$ cat config.mk
export PLATFORM = sky130hd
export DESIGN_NAME = fifo_push_packer
export DESIGN_NICKNAME = d
export VERILOG_FILES = /design/src/rtl/fifo_push_packer.sv
export SDC_FILE = /design/constraint.sdc
export NUM_CORES = 1
export LEC_CHECK = 0
export BUFFER_PORTS_ARGS = -buffer_cell sky130_fd_sc_hd__buf_2
export CORE_AREA = 3 3 103 105
export DETAILED_ROUTE_END_ITERATION = 12
export DIE_AREA = 0 0 106 108
export GPL_TIMING_DRIVEN = 1
export REMOVE_ABC_BUFFERS = 1
export SLEW_MARGIN = 10
export SYNTH_ARGS = -nofsm -noshare
export SYNTH_HDL_FRONTEND = slang
export SYNTH_SLANG_ARGS = --single-unit
$ cat constraint.sdc
create_clock -name clk -period 5.8 [get_ports clk]
set_input_delay 0.58 -clock clk [delete_from_list [all_inputs] [get_ports clk]]
set_output_delay 0.58 -clock clk [all_outputs]
set_load 0.01 [all_outputs]
$ cat src/rtl/fifo_push_packer.sv
// Packs IN_W-bit beats into one IN_W*RATIO-bit word and issues a single-cycle push to the
// overflow FIFO. Words close on RATIO beats, an in_last beat, or an idle timeout.
// Optional counters (partial_pushes, dropped_beats) are built when PACKER_STATS_EN is defined.
module fifo_push_packer #(
  parameter int unsigned IN_W    = 8,
  parameter int unsigned RATIO   = 4,
  parameter int unsigned TIMEOUT = 16
) (
  input  logic                          clk,
  input  logic                          rst_n,
  input  logic                          flush,
  input  logic [IN_W-1:0]               in_data,
  input  logic                          in_valid,
  input  logic                          in_last,
  output logic [IN_W*RATIO-1:0]         push_data,
  output logic                          push,
  output logic [$clog2(RATIO+1)-1:0]    push_beats
`ifdef PACKER_STATS_EN
  ,
  output logic [15:0]                   partial_pushes,
  output logic [15:0]                   dropped_beats
`endif
);

  localparam int unsigned OutW  = IN_W * RATIO;
  localparam int unsigned CntW  = $clog2(RATIO + 1);
  localparam int unsigned IdleW = $clog2(TIMEOUT + 1);

  localparam logic [0:0] StIdle = 1'b0;
  localparam logic [0:0] StFill = 1'b1;

  logic [0:0]      state_q, state_d;
  logic [CntW-1:0] count_q, count_d;
  logic [IdleW-1:0] idle_q, idle_d;
  logic [OutW-1:0] buf_q, buf_d;
  logic [OutW-1:0] merged;
  logic            push_q, push_d;
  logic [OutW-1:0] push_data_q, push_data_d;
  logic [CntW-1:0] push_beats_q, push_beats_d;

  // Held word with the incoming beat dropped into the lane selected by the current count.
  always_comb begin
    merged = buf_q;
    for (int k = 0; k < int'(RATIO); k++) begin
      if (count_q == CntW'(k)) begin
        merged[k*IN_W +: IN_W] = in_data;
      end
    end
  end

  // Next-state: flush beats everything, then an accepted beat, then the idle timeout.
  always_comb begin
    state_d      = state_q;
    count_d      = count_q;
    idle_d       = idle_q;
    buf_d        = buf_q;
    push_d       = 1'b0;
    push_data_d  = '0;
    push_beats_d = '0;
    if (flush) begin
      // Drops the held word, this cycle's beat, and any close decided this cycle.
      state_d = StIdle;
      count_d = '0;
      idle_d  = '0;
      buf_d   = '0;
    end else if (in_valid) begin
      idle_d = '0;
      if (in_last || (count_q == CntW'(RATIO - 1))) begin
        push_d       = 1'b1;
        push_data_d  = merged;
        push_beats_d = count_q + CntW'(1);
        state_d      = StIdle;
        count_d      = '0;
        buf_d        = '0;
      end else begin
        state_d = StFill;
        count_d = count_q + CntW'(1);
        buf_d   = merged;
      end
    end else if (state_q == StFill) begin
      if (idle_q == IdleW'(TIMEOUT)) begin
        push_d       = 1'b1;
        push_data_d  = buf_q;
        push_beats_d = count_q;
        state_d      = StIdle;
        count_d      = '0;
        idle_d       = '0;
        buf_d        = '0;
      end else begin
        idle_d = idle_q + IdleW'(1);
      end
    end else begin
      idle_d = '0;
    end
  end

  // State and registered push outputs; reset drops any partial word.
  always_ff @(posedge clk or negedge rst_n) begin
    if (!rst_n) begin
      state_q      <= StIdle;
      count_q      <= '0;
      idle_q       <= '0;
      buf_q        <= '0;
      push_q       <= 1'b0;
      push_data_q  <= '0;
      push_beats_q <= '0;
    end else begin
      state_q      <= state_d;
      count_q      <= count_d;
      idle_q       <= idle_d;
      buf_q        <= buf_d;
      push_q       <= push_d;
      push_data_q  <= push_data_d;
      push_beats_q <= push_beats_d;
    end
  end

  assign push       = push_q;
  assign push_data  = push_data_q;
  assign push_beats = push_beats_q;

`ifdef PACKER_STATS_EN
  logic [15:0] partial_q;
  logic [15:0] dropped_q;
  logic [16:0] drop_sum;

  // Beats lost to a flush: those held plus the beat arriving with the flush.
  always_comb begin
    drop_sum = {1'b0, dropped_q} + 17'(count_q) + 17'(in_valid);
  end

  // Saturating statistics counters.
  always_ff @(posedge clk or negedge rst_n) begin
    if (!rst_n) begin
      partial_q <= '0;
      dropped_q <= '0;
    end else begin
      if (push_q && (push_beats_q != CntW'(RATIO)) && (partial_q != 16'hFFFF)) begin
        partial_q <= partial_q + 16'd1;
      end
      if (flush) begin
        dropped_q <= drop_sum[16] ? 16'hFFFF : drop_sum[15:0];
      end
    end
  end

  assign partial_pushes = partial_q;
  assign dropped_beats  = dropped_q;
`endif

endmodule

Word level (Yosys, flattened, before mapping)
Index checks and enable logic that the tools add are counted.
{ "totals": {"word_cells": 56, "input_bits": 13, "output_inout_bits": 36, "regBits": 77} }
{ "classes": {"add_sub_neg": 2, "muxes": 38, "eq_ne": 4, "reduce_logical": 5} }
{ "op_table": {"columns": ["op", "n"], "rows": [
  ["two-way mux 32 bit", 10],
  ["two-way mux 8 bit", 4],
  ["two-way mux 3 bit", 10],
  ["two-way mux 5 bit", 4],
  ["two-way mux 1 bit", 10],
  ["== test 3 x 2 -> 1 bit, second input constant", 2],
  ["nonzero test 3 bit", 2],
  ["adder 5 x 1 -> 5 bit, second input constant", 1],
  ["== test 5 bit, second input constant", 1],
  ["adder 3 x 1 -> 3 bit, second input constant", 1],
  ["== test 3 x 1 -> 1 bit, second input constant", 1],
  ["logical NOT 3 bit", 1],
  ["AND reduction 2 bit", 1],
  ["logical OR 1 bit", 1]
]} }

Depth between registers and ports, before layout
Gate-level depths: netlist of the first run.
{ "logic_depth": {"depth_word": 5, "mapped_depth": 6, "depth_no_buf": 5} }

Worst setup path before layout of the first run
Ideal clock, no wire load.
{ "synth_timing": {"path_type": "reg2reg", "startpoint": "reg count_q[0]", "endpoint": "reg push_data_q[0], in the netlist push_data[0]", "n_path_buf": 0, "arrival_time_ns": 1.729, "setup_time_ns": 0.121, "path_slack_ns": 3.950, "required_time_ns": 5.679, "stages_incl_launch_ff": 6, "path_cell_list": "dfrtp_1 -> ha_1 -> ha_1 -> nor2_2 -> nor3_2 -> a22o_1"} }
{ "synth_between": {"elab_chain_cells": 5, "elab_cells_between_ends": 7, "classes_between": "eq/ne: 1; mux: 4; reduce/logical: 2"} }
{ "synth_lines": {"columns": ["element", "line_no", "text"], "rows": [
  ["from (decl)", "33", "logic [CntW-1:0] count_q, count_d;"],
  ["from (signal assigned)", "109", "count_q <= count_d;"],
  ["logical NOT 3 bit or == test 3 x 2 -> 1 bit (tied branches)", "45, 68", null],
  ["two-way mux 8 bit or logical OR 1 bit (tied branches)", "45, 68", null],
  ["two-way mux 32 bit *", "68", "if (in_last || (count_q == CntW'(RATIO - 1))) begin"],
  ["two-way mux 32 bit *", "66", "end else if (in_valid) begin"],
  ["two-way mux 32 bit *", "60", "if (flush) begin"],
  ["via push_data_d[0]", "38", "logic [OutW-1:0] push_data_q, push_data_d;"],
  ["to (signal assigned)", "113", "push_data_q <= push_data_d;"],
  ["to (decl)", "38", null]
]} }
Mark *: on every way through the listed nets, which the timed path passes. The rest lies on a longest branch.
A chain may end at the register's enable or synchronous reset.

Worst setup path in the final report of the first run
{ "layout_timing": {"startpoint": "reg count_q[0]", "endpoint": "reg push_data_q[15], in the netlist push_data[15]"} }
{ "layout_between": {"elab_chain_cells": 5, "elab_cells_between_ends": 7, "classes_between": "eq/ne: 2; mux: 4; reduce/logical: 1"} }
{ "layout_lines": {"columns": ["element", "line_no"], "rows": [
  ["== test 3 x 1 -> 1 bit or == test 3 x 2 -> 1 bit (tied branches)", "45, 68"],
  ["two-way mux 8 bit or logical OR 1 bit (tied branches)", "45, 68"],
  ["two-way mux 32 bit *", "68"],
  ["two-way mux 32 bit *", "66"],
  ["two-way mux 32 bit *", "60"],
  ["via push_data_d[15]", "38"]
]} }
Marked as above.

==> results of run 1 <==
final timing paths:
kind | start | end | slack, ps | cells past startpoint
min in group clk | buf_q[26]$_DFFE_PN0P_ | buf_q[26]$_DFFE_PN0P_ | 490 | 1
worst max-delay path | count_q[0]$_DFFE_PN0P_ | push_data[15]$_DFF_PN0_ | 3720 | 5
worst max register to register | count_q[0]$_DFFE_PN0P_ | push_data[15]$_DFF_PN0_ | 3720 | 5
max in group asynchronous | rst_n | push_data[5]$_DFF_PN0_ | 4810 | 1
worst min-delay path | rst_n | push_data[20]$_DFF_PN0_ | 370 | 1
worst min register to register | buf_q[26]$_DFFE_PN0P_ | buf_q[26]$_DFFE_PN0P_ | 490 | 1
metrics by stage:
stage                     utilization  hold slack [ps]
after floorplan                     -              284
after global placement          0.385              469
after detailed placement        0.385              472
after CTS                       0.407              407
after global routing            0.407              459
final                           0.407              366
final cells by class:
type / count / area (sq um) / share of cell area
Multi-Input combinational cell: 166 / 1370 / 0.345
Clock buffer: 10 / 138 / 0.0347
Timing Repair Buffer: 50 / 258 / 0.0651
Sequential cell: 77 / 1930 / 0.486
Tap cell: 133 / 166 / 0.0420
Clock inverter: 5 / 75.1 / 0.0190
Inverter: 8 / 30.0 / 0.00758
cells in the mapped netlist:
master and count:
or3b_4 1, nor2_1 5, o22ai_1 2, nor4b_4 1, and3_1 49, clkbuf_1 5
buf_4 2, a311oi_2 1, mux2_2 1, o2bb2ai_1 1, nor2_2 1, dfrtp_1 77
nor3_2 3, or2b_4 1, xor2_1 2, o21ai_0 1, a22o_1 33, nand4bb_1 1
and4bb_2 1, nand2b_1 3, nand2_1 3, xnor2_1 1, o21a_1 1, and2_1 9
o32ai_4 4, nor2b_1 4, buf_1 1, inv_1 8, ha_1 7, a21boi_2 1
a211o_1 24, mux2i_1 1, nand3_1 4
worst max-delay path, cell delays in order (launching register included):
cell	delay (ps)
dfrtp_1	440
ha_1	220
ha_1	290
nor2_2	510
nor3_2	230
a22o_1	280
kinds of logic after synthesis:
logic type,Yosys count,synth area share
fa+ha+maj,7,0.0261
xor+xnor,3,0.00782
flops,77,0.573
simple gates,86,0.167
compound gates,68,0.199
mux,2,0.00633
buf+inv,16,0.0201
flip-flops by register name, summed over array words and instances (netlist names):
name and cells:
count_q 3, push_beats 3, idle_q 5, buf_q 32
state_q 1, push_data 32, push 1
metal layers:
layer	wire (um)	track usage	vias to the layer above	share of wire
met5	0	0	-	0
met4	139	0.0601	0	0.019
met3	338	0.0310	12	0.046
met2	3400	0.206	63	0.46
met1	3520	0.193	1154	0.48
li1	-	-	1085	-
report_power, final:
| group | internal [mW] | total [mW] | switching [mW] |
|---|---|---|---|
| sequential | 0.544 | 0.548 | 0.00463 |
| clock | 0.249 | 0.440 | 0.191 |
| combinational | 0.0200 | 0.0688 | 0.0488 |
==> flow_summary_export.csv, run 1 <==
group,metric,value,unit
run_status,run_status,"completed",
die,floorplan.initialDensity,0.346,
cts,cts.path.max_buffers,2,
timing,slew_headroom,0.368,
yosys,postSynthCellCount,259,
cts,clock_tree_from_tritoncts,"done",
yosys,synth_top_area_share,0.573,
routing,initialDrtViolationCount,144,
routing,drt-vias-per-instance,5.15,
worst_setup_path,cp-end-kind,"flip-flop",
cts,clk_pin_slew,80,ps
global_route,first_pass_grt_wire_length,12.1,mm
cells_and_area,final_design_area_no_fill,3960,sq um
yosys,netlist_top_cells_area,"dfrtp_1 (57%), and3_1 (9.1%), a22o_1 (8.6%), a211o_1 (6.3%), o32ai_4 (3.3%)",
worst_setup_path,critical_path_arrival,2320,ps
yosys,synth.yosys.seq_area_share,0.573,
cells_and_area,fillerInstances,965,
cts,clock_tree.root_cell,"clkbuf_8",
cells_and_area,area.growth.synth_to_final,17.8,%
pwr,irDropWorstVdd,0.0000988,V
timing,final_critical_path_setup_slack,3720,ps
worst_setup_path,setup.worst_path.class,"reg2reg",
timing,post-route-min-period,2080,ps
cells_and_area,layout_common_cells,"dfrtp_1 (77), and3_1 (49), buf_2 (47), a22o_1 (33), a211o_1 (24)",
pwr,power.density,267,nW/um^2
cts,cts_inserted_buffers,9,
cts,clock_tree.htree_level_count,3,
die,core.rowCount,36,
timing,setup_viol,0,
place,dpl_worst_slack,3710,ps
cells_and_area,finalNonFillerCells,449,
timing,final_hold_vio_count,0,
die,core,9730,sq um
global_route,gr-total-overflow,0,
place,placedCellCount,434,
run,cap_violations,0,
place,postPlaceCellArea,3750,sq um
cells_and_area,num-nets-final,332,
global_route,first_global_vias,2278,
yosys,synth.distinct_cells,33,
global_route,number_of_antenna_violations_at_the_first_check_in_global_routing,0,
pwr,report.power.total,1.06,mW
yosys,yosys_register_bits,77,
cts,cts.repair_timing.setup_buffer_count,0,
yosys,synth_area,3360,sq um
routing,detail_route.drc_violations,0,
place,gp_congestion,0.736,
timing,period_share,0.359,
place,numPortBuffers,48,
cells_and_area,antenna-diode-count,0,
cts,worstSkewPairLatency,350,ps
die,num_io_pins,49,
worst_setup_path,worst_ep_required_time,6040,ps
routing,final_antenna_net_count,0,
global_route,largest_net_degree_at_the_start_of_global_routing,78,
timing,rsz0062_at_grt,"false",
timing,setup_tns,0,ps
place,dpl.hpwl,4.74,mm
die,die_h,108,um
cells_and_area,drive_above_1_share,0.253,
cts,cts.sinks,77,
cells_and_area,layout_commonest_cell,"dfrtp_1",
timing,final_max_slew_viol_count,0,
routing,firstDrtPassIters,4,
timing,max_freq,0.480,GHz
cts,cts_resized,0,
yosys,post_synth.cell_area_avg,13.0,sq um
die,die_width,106,um
die,floorplan.die_area,11400,sq um
worst_setup_path,worst_setup_path_start_kind,"flip-flop",
hold_path,hold_path_class,"in2async",
timing,timing_worst_slew_pin_value,947,ps
routing,routedWlPerCell,16.5,um
worst_setup_path,critPathMaxFanout,8,
global_route,global_route.usage.total,0.138,
yosys,post_synth_top_area_cell,"dfrtp_1",
cts,cts_hold_buffers,0,
routing,routed-via-count,2314,
pwr,p_leak,2.29,nW
yosys,yosys_warnings,0,
timing,fin_skew,9.18,ps
routing,finalWirelength,7.40,mm
No activity file was read; power rests on OpenSTA's default activity.
==> inputs of run 2 (changes only) <==
==> constraint.sdc (replaced) <==
create_clock -name clk -period 2.17 [get_ports clk]
set_input_delay 0.217 -clock clk [delete_from_list [all_inputs] [get_ports clk]]
set_output_delay 0.217 -clock clk [all_outputs]
set_load 0.01 [all_outputs]
==> run 2 against run 1 <==
  * Core utilization rose by 1.3 points
  * Sequential cell count is the same
  * Final area grew 3.3%
  * Die area unchanged
  * Wire length is 2.0% higher
  * Power grew to 2.8 times the previous value
  * Critical path type unchanged
  * Final cell count rose by 2.4%
  * Setup slack worse by 3500 ps
  * Via count increased by 0.43%
  * Combinational power rose to 2.9 times the previous value
  * Non-clock buffer count is 10 higher
==> flow_summary_export.csv, run 2 (synthesis gave the netlist of run 1 again) <==
group,metric,value,unit
routing,detail_route.drc_violations,0,
cells_and_area,fillerInstances,959,
cells_and_area,utilization,0.421,
pwr,p_leak,2.36,nW
timing,fin_skew,7.80,ps
worst_setup_path,reg2reg_setup_slack,240,ps
routing,finalWirelength,7.54,mm
cells_and_area,footprint_of_the_multi_input_gates,1370,sq um
global_route,global_route.usage.total,0.140,
timing,final_hold_vio_count,0,
timing,rsz0062_at_grt,"false",
place,dpl_worst_slack,245,ps
timing,timing_worst_slew_pin_value,530,ps
routing,firstDrtPassIters,4,
pwr,clock_power_share,0.438,
pwr,power.share.combinational,0.068,
die,floorplan.initialDensity,0.346,
die,core,9730,sq um
global_route,first_global_vias,2328,
timing,post-route-min-period,1930,ps
place,numPortBuffers,48,
run,cap_violations,0,
cts,clock_tree.root_cell,"clkbuf_8",
routing,final_antenna_net_count,0,
routing,routed-via-count,2324,
die,core.rowCount,36,
place,gp_congestion,0.720,
run_status,run_status,"completed",
worst_setup_path,critical_path_arrival,2210,ps
cts,worstSkewPairLatency,340,ps
die,die_width,106,um
timing,max_freq,0.517,GHz
die,floorplan.die_area,11400,sq um
hold_path,worst_hold_startpoint,"in_data[5]",
worst_setup_path,critPathMaxFanout,8,
global_route,largest_net_degree_at_the_start_of_global_routing,51,
worst_setup_path,crit_path_frequent_cell,"ha_1",
worst_setup_path,worst-r2r-cell-count,6,
pwr,internal_power_contribution,2.31,mW
cells_and_area,finalNonFillerCells,460,
cts,cts.sinks,77,
worst_setup_path,worst_setup_path_start_kind,"flip-flop",
cts,cts.repair_timing.setup_buffer_count,0,
worst_setup_path,regToRegStartpoint,"count_q[0]$_DFFE_PN0P_",
pwr,irDropWorstVdd,0.000299,V
hold_path,min_path_cells,2,
worst_setup_path,cp-end-kind,"flip-flop",
global_route,number_of_antenna_violations_at_the_first_check_in_global_routing,0,
timing,setup_viol,0,
pwr,power.switching,650,uW
cells_and_area,layout_commonest_cell,"dfrtp_1",
global_route,gr-total-overflow,0,
die,die_h,108,um
die,num_io_pins,49,
cells_and_area,register_area,1930,sq um
timing,final_critical_path_setup_slack,237,ps
worst_setup_path,crit-reg2reg-capture,"push_data[2]$_DFF_PN0_",
cells_and_area,area.growth.synth_to_final,21.7,%
cells_and_area,antenna-diode-count,0,
cts,clk_pin_slew,80,ps
routing,initialDrtViolationCount,133,
pwr,power.density,725,nW/um^2
hold_path,hold_path_class,"in2reg",
routing,drt-vias-per-instance,5.05,
worst_setup_path,setup.worst_path.class,"reg2reg",
timing,whs,222,ps
timing,slew_headroom,0.647,
place,placedCellCount,443,
pwr,seq_power_share,0.494,
cts,clock_tree.htree_level_count,3,
routing,routedWlPerCell,16.4,um
hold_path,holdPathEnd,"push_data[13]$_DFF_PN0_",
cts,cts_inserted_buffers,9,
pwr,sw_frac_of_total,0.219,
cts,cts.path.max_buffers,2,
global_route,first_pass_grt_wire_length,12.3,mm
cells_and_area,drive_above_1_share,0.269,
timing,period_share,0.891,
timing,final_max_slew_viol_count,0,
worst_setup_path,critical_path.slowest_cell,"o32ai_4",
worst_setup_path,timing.critical_path.cells,"ha_1 > ha_1 > nor2_2 > buf_4 > o32ai_4 > a22o_1",
cells_and_area,num-nets-final,342,
place,dpl.hpwl,4.80,mm
cells_and_area,layout_common_cells,"dfrtp_1 (77), and3_1 (49), buf_2 (47), a22o_1 (33), a211o_1 (24)",
worst_setup_path,critical_path.max_stage_delay,460,ps
worst_setup_path,worst_ep_required_time,2450,ps
cts,clock_tree_from_tritoncts,"done",
## run 2: stage by stage
stage / total power, mW / instance area [sq um] / setup TNS (ps)
CTS: 3.00 / 4090 / 0
finish: 2.96 / 4090 / 0
floorplan: 1.58 / 3320 / -3030
global route: 3.09 / 4090 / 0
global placement: 1.69 / 3840 / 0
detailed placement: 1.70 / 3840 / 0
## run 2: worst max-delay path, delay by kind of cell, from the launching register on
kind	cells	cell delay (ps)
AOI/OAI and AO/OA	2	660
adders and majority gates	2	510
buffers and inverters	1	190
DFF	1	440
and+or+nand+nor	1	70
## run 2: what timing repair did
action	in CTS	in global routing
endpoints found under the setup margin	0	0
hold buffers	1	0
gates resized for setup	0	0
endpoints found under the hold margin	40	0
## run 2: worst max-delay path by stage
| stage | end | from | depth (start not counted) |
|---|---|---|---|
| 2_1_floorplan | buf_q[0]$_DFFE_PN0P_ | count_q[0]$_DFFE_PN0P_ | 5 |
| 3_3_place_gp | push_data[21]$_DFF_PN0_ | count_q[0]$_DFFE_PN0P_ | 6 |
| 3_5_place_dp | push_data[6]$_DFF_PN0_ | count_q[0]$_DFFE_PN0P_ | 6 |
| 4_1_cts | push_data[21]$_DFF_PN0_ | count_q[0]$_DFFE_PN0P_ | 6 |
| 5_1_grt | buf_q[27]$_DFFE_PN0P_ | count_q[0]$_DFFE_PN0P_ | 5 |
| 6_report | push_data[2]$_DFF_PN0_ | count_q[0]$_DFFE_PN0P_ | 6 |
## run 2: power by group through the flow
stage	registers [mW]	logic, mW	clock network [mW]
after floorplan	1.50	0.0822	0
after global placement	1.49	0.200	0
after detailed placement	1.49	0.202	0
after CTS	1.47	0.204	1.33
after global routing	1.47	0.222	1.40
final	1.47	0.200	1.30
## run 2: layer usage
metal	track usage	wire length (um)
met5	0	0
met4	0.0481	108
met3	0.0364	281
met2	0.216	3500
met1	0.191	3650
## run 2: area by class of cell
class	count	share of cell area
multi-input combinational	166	0.334
inverter	8	0.00734
tap	133	0.0407
timing repair buffer	60	0.0881
clock buffer	12	0.0355
sequential	77	0.471
clock inverter	4	0.0232
==> inputs of run 3 (changes only) <==
--- a/config.mk
+++ b/config.mk
@@ -10,6 +10,7 @@
 export DETAILED_ROUTE_END_ITERATION = 12
 export DIE_AREA = 0 0 106 108
 export GPL_TIMING_DRIVEN = 1
+export PLACE_DENSITY_LB_ADDON = 0.25
 export REMOVE_ABC_BUFFERS = 1
 export SLEW_MARGIN = 10
 export SYNTH_ARGS = -nofsm -noshare
==> run 3 against run 2 <==
  * First-iteration DRC count grew 1.5%
  * Core utilization grew 0.064 points
  * Power is essentially flat
  * Non-clock buffer count grew 2
  * Die area is the same
  * Count of clock-buffer cells in the layout grew 1
  * Final cell count grew 0.43%
  * Fmax shrank 1.4%
  * Setup slack lost 28 ps
==> flow_summary_export.csv, run 3 (synthesis gave the netlist of run 1 again) <==
group,metric,value,unit
cts,cts_hold_buffers,1,
die,num_io_pins,49,
timing,rsz0062_at_grt,"false",
die,floorplan.die_area,11400,sq um
timing,final_max_slew_viol_count,0,
pwr,power.share.combinational,0.068,
routing,routedWlPerCell,16.8,um
pwr,report.power.total,2.96,mW
global_route,first_global_vias,2330,
pwr,power.switching,672,uW
routing,finalWirelength,7.77,mm
cells_and_area,fillerInstances,933,
cts,clk_pin_slew,80,ps
worst_setup_path,critical_path.slowest_cell,"o32ai_4",
cells_and_area,layout_common_cells,"dfrtp_1 (77), and3_1 (49), buf_2 (47), a22o_1 (33), a211o_1 (24)",
worst_setup_path,critical_path_arrival,2250,ps
cts,cts_resized,0,
worst_setup_path,cp-end-kind,"flip-flop",
worst_setup_path,worst-r2r-cell-count,6,
worst_setup_path,crit_path_frequent_cell,"ha_1",
global_route,global_route.usage.total,0.143,
cts,cts.sinks,77,
global_route,first_pass_grt_wire_length,12.6,mm
cells_and_area,finalNonFillerCells,462,
cells_and_area,drive_above_1_share,0.280,
timing,period_share,0.904,
timing,final_critical_path_setup_slack,209,ps
die,die_width,106,um
global_route,largest_net_degree_at_the_start_of_global_routing,40,
global_route,gr-total-overflow,0,
routing,firstDrtPassIters,4,
cells_and_area,area.growth.synth_to_final,21.9,%
pwr,power.density,723,nW/um^2
place,placedCellCount,445,
pwr,sw_frac_of_total,0.227,
routing,final_antenna_net_count,0,
place,dpl_worst_slack,240,ps
timing,setup_viol,0,
routing,initialDrtViolationCount,135,
cts,clock_tree.htree_level_count,3,
worst_setup_path,critPathMaxFanout,8,
pwr,clock_power_share,0.437,
timing,post-route-min-period,1960,ps
timing,final_hold_vio_count,0,
worst_setup_path,worst_ep_required_time,2460,ps
routing,detail_route.drc_violations,0,
die,floorplan.initialDensity,0.346,
die,die_h,108,um
run_status,run_status,"completed",
routing,routed-via-count,2352,
place,gp_congestion,0.719,
pwr,seq_power_share,0.494,
pwr,p_leak,2.37,nW
die,core,9730,sq um
timing,timing_worst_slew_pin_value,518,ps
worst_setup_path,worst_setup_path_start_kind,"flip-flop",
place,numPortBuffers,48,
cells_and_area,num-nets-final,344,
place,dpl.hpwl,5.01,mm
cts,clock_tree.root_cell,"clkbuf_8",
cells_and_area,layout_commonest_cell,"dfrtp_1",
run,cap_violations,0,
worst_setup_path,timing.critical_path.cells,"ha_1 > ha_1 > nor2_2 > buf_4 > o32ai_4 > a22o_1",
timing,max_freq,0.510,GHz
timing,whs,230,ps
cts,cts.path.max_buffers,2,
die,core.rowCount,36,
hold_path,hold_path_class,"in2reg",
cts,cts_inserted_buffers,9,
cts,worstSkewPairLatency,360,ps
hold_path,min_path_cells,2,
global_route,number_of_antenna_violations_at_the_first_check_in_global_routing,0,
worst_setup_path,setup.worst_path.class,"reg2reg",
routing,drt-vias-per-instance,5.09,
worst_setup_path,critical_path.max_stage_delay,460,ps
timing,fin_skew,11.9,ps
timing,slew_headroom,0.655,
cts,clock_tree_from_tritoncts,"done",
pwr,irDropWorstVdd,0.000286,V
cells_and_area,antenna-diode-count,0,
pwr,internal_power_contribution,2.29,mW
cts,cts.repair_timing.setup_buffer_count,0,
==> run 3: changes by cell type in the layout (fill, tap and decap cells not counted), sizes merged <==
cell and delta:
buf +2, bufinv -1, clkbuf +1
==> run 3: final timing paths <==
path	endpoint	slack [ps]	start
worst max-delay path	push_data[17]$_DFF_PN0_	210	count_q[0]$_DFFE_PN0P_
worst min register to register	push_data[30]$_DFF_PN0_	480	buf_q[30]$_DFFE_PN0P_
min in group asynchronous	push_data[13]$_DFF_PN0_	370	rst_n
worst min-delay path	push_data[15]$_DFF_PN0_	230	in_data[7]
worst max register to register	push_data[17]$_DFF_PN0_	210	count_q[0]$_DFFE_PN0P_
max in group asynchronous	push_data[29]$_DFF_PN0_	1200	rst_n
==> run 3: cell type report <==
type	count	area [sq um]	area share
clock inverter	3	65.1	0.0159
tap	133	166	0.0406
sequential	77	1930	0.470
inverter	8	30.0	0.00733
timing repair buffer	62	363	0.0885
clock buffer	13	179	0.0437
multi-input combinational	166	1370	0.334
==> run 3: per-layer routing <==
metal	vias up	routed length, um	global-route usage	share of wire
li1	1109	-	-	-
met4	0	163	0.0648	0.021
met3	14	378	0.0334	0.049
met2	64	3680	0.217	0.47
met5	-	0	0	0
met1	1165	3550	0.196	0.46
==> run 3: power by group through the flow <==
stage          Sequential, mW  Clock (mW)  Combinational, mW
5_1_grt                  1.47        1.38              0.224
4_1_cts                  1.47        1.32              0.206
6_report                 1.47        1.30              0.202
3_3_place_gp             1.49           0              0.202
2_1_floorplan            1.50           0             0.0822
3_5_place_dp             1.49           0              0.204
==> run 3: critical path, delay by kind of cell, from the launching register on <==
family / cells / cell delay (ps)
flip-flops: 1 / 440
adder cells (fa/ha/maj): 2 / 520
buffers and inverters: 1 / 190
AND/OR/NAND/NOR: 1 / 70
AO/OA/AOI/OAI: 2 / 680
==> run 3: stage by stage <==
| stage | util | setup TNS, ps | instance area [sq um] |
|---|---|---|---|
| 5_1_grt | 0.421 | 0 | 4100 |
| 3_3_place_gp | 0.395 | 0 | 3840 |
| 2_1_floorplan | - | -3030 | 3320 |
| 3_5_place_dp | 0.395 | 0 | 3840 |
| 6_report | 0.421 | 0 | 4100 |
| 4_1_cts | 0.421 | 0 | 4100 |
